$ cat src/rtl/regfile_writer_pkg.sv
// ============================================================================
// regfile_writer_pkg : shared register-file widths and writeback entry type
// Revision: 1.0
// ============================================================================
`default_nettype none

package regfile_writer_pkg;

   localparam int REG_COUNT = 32;
   localparam int REG_IDX_W = 5;
   localparam int XLEN      = 32;

   typedef struct packed {
      logic                 valid;
      logic [REG_IDX_W-1:0] rd;
      logic [XLEN-1:0]      data;
   } wb_entry_t;

endpackage

`default_nettype wire

$ cat src/rtl/regfile_writer_wb_queue.sv
// ============================================================================
// wb_queue : in-order load-result FIFO with kill-by-rd and rd-match lookups
// Revision: 1.0
// ============================================================================
`default_nettype none

module wb_queue
   import regfile_writer_pkg::*;
#(
   parameter int DEPTH = 4
) (
   input  logic                 clk,
   input  logic                 reset,
   input  logic                 push_i,
   input  wb_entry_t            push_entry_i,
   input  logic                 pop_i,
   input  logic                 kill_i,
   input  logic [REG_IDX_W-1:0] kill_rd_i,
   input  logic [REG_IDX_W-1:0] look1_rd_i,
   input  logic [REG_IDX_W-1:0] look2_rd_i,
   output wb_entry_t            head_o,
   output logic                 empty_o,
   output logic                 full_o,
   output logic                 look1_hit_o,
   output logic                 look2_hit_o
);

   localparam int PTR_W = $clog2(DEPTH);
   localparam int CNT_W = $clog2(DEPTH + 1);

   wb_entry_t        entries_q [DEPTH];
   wb_entry_t        entries_d [DEPTH];
   logic [PTR_W-1:0] head_q, head_d;
   logic [PTR_W-1:0] tail_q, tail_d;
   logic [CNT_W-1:0] count_q, count_d;

   // Kill is applied before the push so a same-cycle same-rd load stays live;
   // popped slots are invalidated so stale entries never match a lookup.
   always_comb begin
      entries_d = entries_q;
      head_d    = head_q;
      tail_d    = tail_q;
      count_d   = count_q;
      if (kill_i) begin
         for (int i = 0; i < DEPTH; i++) begin
            if (entries_q[i].rd == kill_rd_i) begin
               entries_d[i].valid = 1'b0;
            end
         end
      end
      if (pop_i) begin
         entries_d[head_q].valid = 1'b0;
         head_d                  = head_q + 1'b1;
      end
      if (push_i) begin
         entries_d[tail_q] = push_entry_i;
         tail_d            = tail_q + 1'b1;
      end
      if (push_i && !pop_i) begin
         count_d = count_q + 1'b1;
      end else if (pop_i && !push_i) begin
         count_d = count_q - 1'b1;
      end
   end

   always_ff @(posedge clk) begin
      if (reset) begin
         for (int i = 0; i < DEPTH; i++) begin
            entries_q[i] <= '0;
         end
         head_q  <= '0;
         tail_q  <= '0;
         count_q <= '0;
      end else begin
         entries_q <= entries_d;
         head_q    <= head_d;
         tail_q    <= tail_d;
         count_q   <= count_d;
      end
   end

   always_comb begin
      look1_hit_o = 1'b0;
      look2_hit_o = 1'b0;
      for (int i = 0; i < DEPTH; i++) begin
         if (entries_q[i].valid && entries_q[i].rd == look1_rd_i) look1_hit_o = 1'b1;
         if (entries_q[i].valid && entries_q[i].rd == look2_rd_i) look2_hit_o = 1'b1;
      end
   end

   assign head_o  = entries_q[head_q];
   assign empty_o = (count_q == '0);
   assign full_o  = (count_q == CNT_W'(DEPTH));

endmodule

`default_nettype wire

$ cat src/rtl/regfile_writer.sv
// ============================================================================
// regfile_writer : ALU/load writeback arbiter driving the register-array port
// Revision: 1.0
// ============================================================================
`default_nettype none

module regfile_writer
   import regfile_writer_pkg::*;
#(
   parameter int DEPTH = 4
) (
   input  logic                 clk,
   input  logic                 reset,
   input  logic                 alu_valid,
   input  logic [REG_IDX_W-1:0] alu_rd,
   input  logic [XLEN-1:0]      alu_data,
   input  logic                 mem_valid,
   output logic                 mem_ready,
   input  logic [REG_IDX_W-1:0] mem_rd,
   input  logic [XLEN-1:0]      mem_data,
   output logic                 wr_en,
   output logic [REG_IDX_W-1:0] wr_index,
   output logic [XLEN-1:0]      wr_data,
   input  logic [REG_IDX_W-1:0] rs1_index,
   input  logic [REG_IDX_W-1:0] rs2_index,
   output logic                 rs1_pending,
   output logic                 rs2_pending
);

   wb_entry_t out_q, out_d;
   wb_entry_t head;
   logic      alu_take, mem_push, q_pop;
   logic      q_empty, q_full, hit1, hit2;

   assign alu_take  = alu_valid && (alu_rd != '0);
   assign mem_ready = !reset && !q_full;
   assign mem_push  = mem_valid && mem_ready && (mem_rd != '0);
   assign q_pop     = !alu_take && !q_empty;

   wb_queue #(
      .DEPTH (DEPTH)
   ) u_queue (
      .clk          (clk),
      .reset        (reset),
      .push_i       (mem_push),
      .push_entry_i ({1'b1, mem_rd, mem_data}),
      .pop_i        (q_pop),
      .kill_i       (alu_take),
      .kill_rd_i    (alu_rd),
      .look1_rd_i   (rs1_index),
      .look2_rd_i   (rs2_index),
      .head_o       (head),
      .empty_o      (q_empty),
      .full_o       (q_full),
      .look1_hit_o  (hit1),
      .look2_hit_o  (hit2)
   );

   // Idle cycles only drop the strobe; index and data hold their last values.
   always_comb begin
      out_d       = out_q;
      out_d.valid = 1'b0;
      if (alu_take) begin
         out_d = {1'b1, alu_rd, alu_data};
      end else if (q_pop) begin
         out_d = head;
      end
   end

   always_ff @(posedge clk) begin
      if (reset) begin
         out_q <= '0;
      end else begin
         out_q <= out_d;
      end
   end

   assign wr_en    = out_q.valid;
   assign wr_index = out_q.rd;
   assign wr_data  = out_q.data;

   assign rs1_pending = (rs1_index != '0) && (hit1 || (out_q.valid && out_q.rd == rs1_index));
   assign rs2_pending = (rs2_index != '0) && (hit2 || (out_q.valid && out_q.rd == rs2_index));

endmodule

`default_nettype wire

$ cat config.mk
export PLATFORM = sky130hd
export DESIGN_NAME = regfile_writer
export DESIGN_NICKNAME = d
export VERILOG_FILES = /design/src/rtl/regfile_writer_pkg.sv /design/src/rtl/regfile_writer_wb_queue.sv /design/src/rtl/regfile_writer.sv
export SDC_FILE = /design/constraint.sdc
export NUM_CORES = 1
export LEC_CHECK = 0
export BUFFER_PORTS_ARGS = -buffer_cell sky130_fd_sc_hd__buf_2
export CAP_MARGIN = 20
export CORE_ASPECT_RATIO = 0.7
export CORE_MARGIN = 5
export CORE_UTILIZATION = 50
export CTS_CLUSTER_SIZE = 40
export DETAILED_ROUTE_END_ITERATION = 10
export HOLD_SLACK_MARGIN = 0.15
export PLACE_DENSITY_LB_ADDON = 0.05
export RECOVER_POWER = 50
export SYNTH_ARGS = -nofsm -noshare
export SYNTH_HDL_FRONTEND = slang
export SYNTH_SLANG_ARGS = --single-unit
$ cat constraint.sdc
create_clock -name clk -period 4.01 [get_ports clk]
set_input_delay 0.802 -clock clk [delete_from_list [all_inputs] [get_ports clk]]
set_output_delay 0.802 -clock clk [all_outputs]
set_load 0.01 [all_outputs]
==> results.md <==
- Sequential elements use 41.8% of the synthesized area.
- TritonCTS built the clock tree.
- The via count of the first global-routing pass is just over 7000.
- The cell count after synthesis came out at 1053.
- The first-iteration detailed-routing DRC count is around 560.
- The power per cell area is 499 nW/um^2.
- The full die area is 21800 sq um.
- Counting buffers and inverters, the worst setup path is 11 cells deep.
- The global routing usage summed across all routing layers is 22.8%.
- The number of cells on the worst reg-to-reg path is 10.
- The H-tree generated during clock tree synthesis spans 4 levels.
- Summed over all nets, the half-perimeter wirelength after detailed placement is 15800 um.
- The most numerous cell type found on the critical path is inv_1.
- In the routed design, unresolved DRC markers number 0.
- In this run the cell area of the synthesized design comes to 9430 sq um.
- In the synthesized netlist the dominant register cell turns out to be dfxtp_1.
- In this run the clock root is driven by a clkbuf_16.
- The achievable clock frequency is 0.316 GHz.
- In this run, synthesis produced a sequential element count of roughly 200.
- Data on the critical path arrives at its endpoint at 3510 ps.
- Entering global routing, the biggest net connects 91 pins.
- 0 antenna diodes ended up in the layout.
- Global routing finished with a remaining overflow of 0.
- The setup violation total in the final timing report is 0.
- The layout overhead on the synthesized area is 11.3%.
- The count of cells along the worst hold path is 2.
- The category of the worst setup path launch point is an input port.
- Routability-driven placement finished with a final weighted congestion of a little under 1.
- The floorplan has 42 rows.
- Counting distinct cell types in the post-synthesis netlist gives 30.
- Before antenna repair, the detailed router went through 6 iterations.
- The total CTS buffers is 17.
- Traced cell by cell, the critical path runs through clkbuf_1 > nor4_1 > a211oi_1 > nand2_1 > inv_1 > ha_1 > inv_1 > fa_1 > xor2_1 > or3_1 > a21oi_1.
- At the pin with the least slew margin, the transition time is 1600 ps.
- The register clock-pin slew on the reported worst setup and hold paths is 70 ps.
- The type of the most critical hold path is reg -> reg.
- The overall via count from detail_route is 7510.
- The post-cts repair resize count is 0.
- The nature of the critical path endpoint is a flop.
- The total wirelength of the detailed-routed design is 25200 um.
- The core region is 18700 sq um.
- The number of enable-type register cells in the synthesized netlist is 0.
- The number of antenna violations at the first check in global routing is 0.
- Of all flip-flops after synthesis, the portion carrying an async set or reset was 0%.
- The layout cell share with drive strength beyond 1 is 18.7%.
- The number of hold buffers added after cts is 0.
- The leakage power of the design is 3.83 nW.
- The checks that failed: max-capacitance violations, max-slew violations.
- No sink is reached through more buffers than the 2 on the longest clock path.
- The width of the die is 174 um.
- The largest stage delay on the critical path is slightly above 800 ps.
- The mean cell area of the mapped netlist is 8.96 sq um.
- The cell family contributing the most delay on the critical path is compound AO/OA/AOI/OAI gates.
- From bottom edge to top edge, the die measures between 100 and 150 um.
- The highest fanout seen on the critical path is 10.
- Once detail routing completed, the nets flagged for antenna violations numbered 0.
- Setup repair after global routing left no endpoint under its margin.
- The buffering stage count on the worst path with inverters included is 3.
- The boundary pin count is approximately 130.
- After clock tree synthesis, the setup repair step added 0 buffers.
- In this run the tightest slew margin relative to its limit is -6.83%.
- The count of input and output buffers is roughly 130.
- Among all stages on the critical path, the largest delay is contributed by a211oi_1.
- The global-route wire length before repair is approximately 40000 um.
- The number of pins exceeding their max-slew limit in the final report is 73.
- The count of maximum capacitance violations is 1.
- The required time at the worst-slack endpoint is 4350 ps.
- The share of the cycle needed by the critical path after routing is around 80%.
- The number of nets in the finished design is between 1000 and 1500.
- For this configuration, the core starts out at a cell density of around half.
- The wire length per cell after detailed routing is about 18 um.
- The total count of hold-check failures in the final report is 0.
- The insertion delay of the later-clocked pin in the worst-skew pair is 440 ps.
- The worst slack on hold paths is about 450 ps.
- The mean number of vias per cell is 5.45.
- When the netlist entered floorplanning its net count stood at 1151.
- In the final timing run, aggregate negative setup slack is 0 ps.
- The clock skew after layout is between 15 and 20 ps.
- The number of sinks driven by the clock tree is 197.
- Yosys printed 0 warnings.
- Across the VDD grid, the largest voltage drop is approximately 230 uV.
- The time the final worst path needs with I/O delays and setup is 3170 ps.
- The flow ran to the end, but the final reports show violations.
- The startpoint-to-endpoint class of the critical path is in -> reg.
## registers in the layout, summed over array words and instances (netlist names)
| register | count |
|---|---|
| u_queue.entries_q | 152 |
| wr_data | 32 |
| wr_index | 5 |
| u_queue.count_q | 3 |
| u_queue.head_q | 2 |
| u_queue.tail_q | 2 |
| wr_en | 1 |
## placed cells by master (no fill, tap or decap), types with 7 or more instances in the layout
master	synthesis	final
dfxtp_1	197	195
ha_1	9	9
clkbuf_16	0	17
xnor2_1	24	24
nor4_1	11	11
buf_4	7	8
mux4_2	38	38
buf_2	18	87
nor2_1	42	42
nand2_1	302	302
nand3_1	30	30
xor2_1	50	50
a211oi_2	36	35
clkbuf_1	41	40
a21oi_1	155	155
or4_1	7	7
mux2i_1	36	36
inv_1	7	7
## final timing paths
check | start | to | slack, ps
worst max-delay path | mem_rd[1] | u_queue.count_q[2] | 840
worst min-delay path | u_queue.entries_q[99] | u_queue.entries_q[99] | 450
worst max register to register | u_queue.count_q[0] | u_queue.count_q[2] | 1040
worst min register to register | u_queue.entries_q[99] | u_queue.entries_q[99] | 450
## area by class of cell
cell class | instances | area, sq um
multi-input combinational | 757 | 4900
timing repair buffer | 142 | 717
fill | 1795 | 8210
clock inverter | 15 | 184
sequential | 197 | 3950
inverter | 7 | 26.3
tap | 242 | 303
clock buffer | 17 | 425
## cells by family after synthesis
| group | share of synthesized area, % |
|---|---|
| AND/OR/NAND/NOR | 17.0 |
| AO/OA/AOI/OAI | 13.6 |
| flip-flops | 41.8 |
| buffers and inverters | 6.17 |
| multiplexers | 13.1 |
| XOR/XNOR | 6.87 |
| adder cells (fa/ha/maj) | 1.41 |
## Yosys cell counts, types with 2 or more instances
cell | n | area, sq um
a211oi_2 | 36 | 450
a21oi_1 | 155 | 776
a22oi_1 | 2 | 15.0
and3_1 | 4 | 25.0
buf_1 | 5 | 18.8
buf_2 | 18 | 90.1
buf_4 | 7 | 52.6
buf_6 | 20 | 225
clkbuf_1 | 41 | 154
dfxtp_1 | 197 | 3940
ha_1 | 9 | 113
inv_1 | 7 | 26.3
mux2_2 | 2 | 22.5
mux2i_1 | 36 | 360
mux4_2 | 38 | 856
nand2_1 | 302 | 1130
nand3_1 | 30 | 150
nor2_1 | 42 | 158
nor4_1 | 11 | 68.8
o22a_1 | 2 | 17.5
or3_1 | 2 | 12.5
or4_1 | 7 | 52.6
xnor2_1 | 24 | 210
xor2_1 | 50 | 438
## power by group
group	switching (mW)	total (mW)	internal (mW)
clock network	0.826	1.78	0.951
logic	0.659	1.20	0.540
registers	0.173	2.26	2.09
total	1.66	5.24	3.58
## metrics by stage
| stage | cells | worst slack [ps] | utilization (%) | cell area, sq um | total power [mW] |
|---|---|---|---|---|---|
| 5_1_grt | 1377 | 584 | 56.1 | 10500 | 5.49 |
| 2_1_floorplan | 1053 | 1140 | - | 9430 | 3.19 |
| 3_5_place_dp | 1345 | 883 | 53.3 | 9970 | 3.53 |
| 6_report | 1377 | 845 | 56.1 | 10500 | 5.24 |
| 3_3_place_gp | 1345 | 950 | 53.3 | 9970 | 3.52 |
| 4_1_cts | 1377 | 1110 | 56.5 | 10600 | 5.30 |
## routing by layer
| metal | GRT usage [%] | share of wire, % | vias to the layer above |
|---|---|---|---|
| li1 | - | - | 3699 |
| met4 | 4.61 | 0.91 | 0 |
| met3 | 5.28 | 6.7 | 21 |
| met1 | 34.9 | 50 | 3559 |
| met2 | 33.0 | 42 | 231 |
| met5 | 0 | 0 | - |
## tightest hold or removal path, cell delays in order, from the launching register on
cell and delay, ps:
dfxtp_1 310, nand2_1 50, a21oi_1 50
Power figures use the tool's default switching activity.
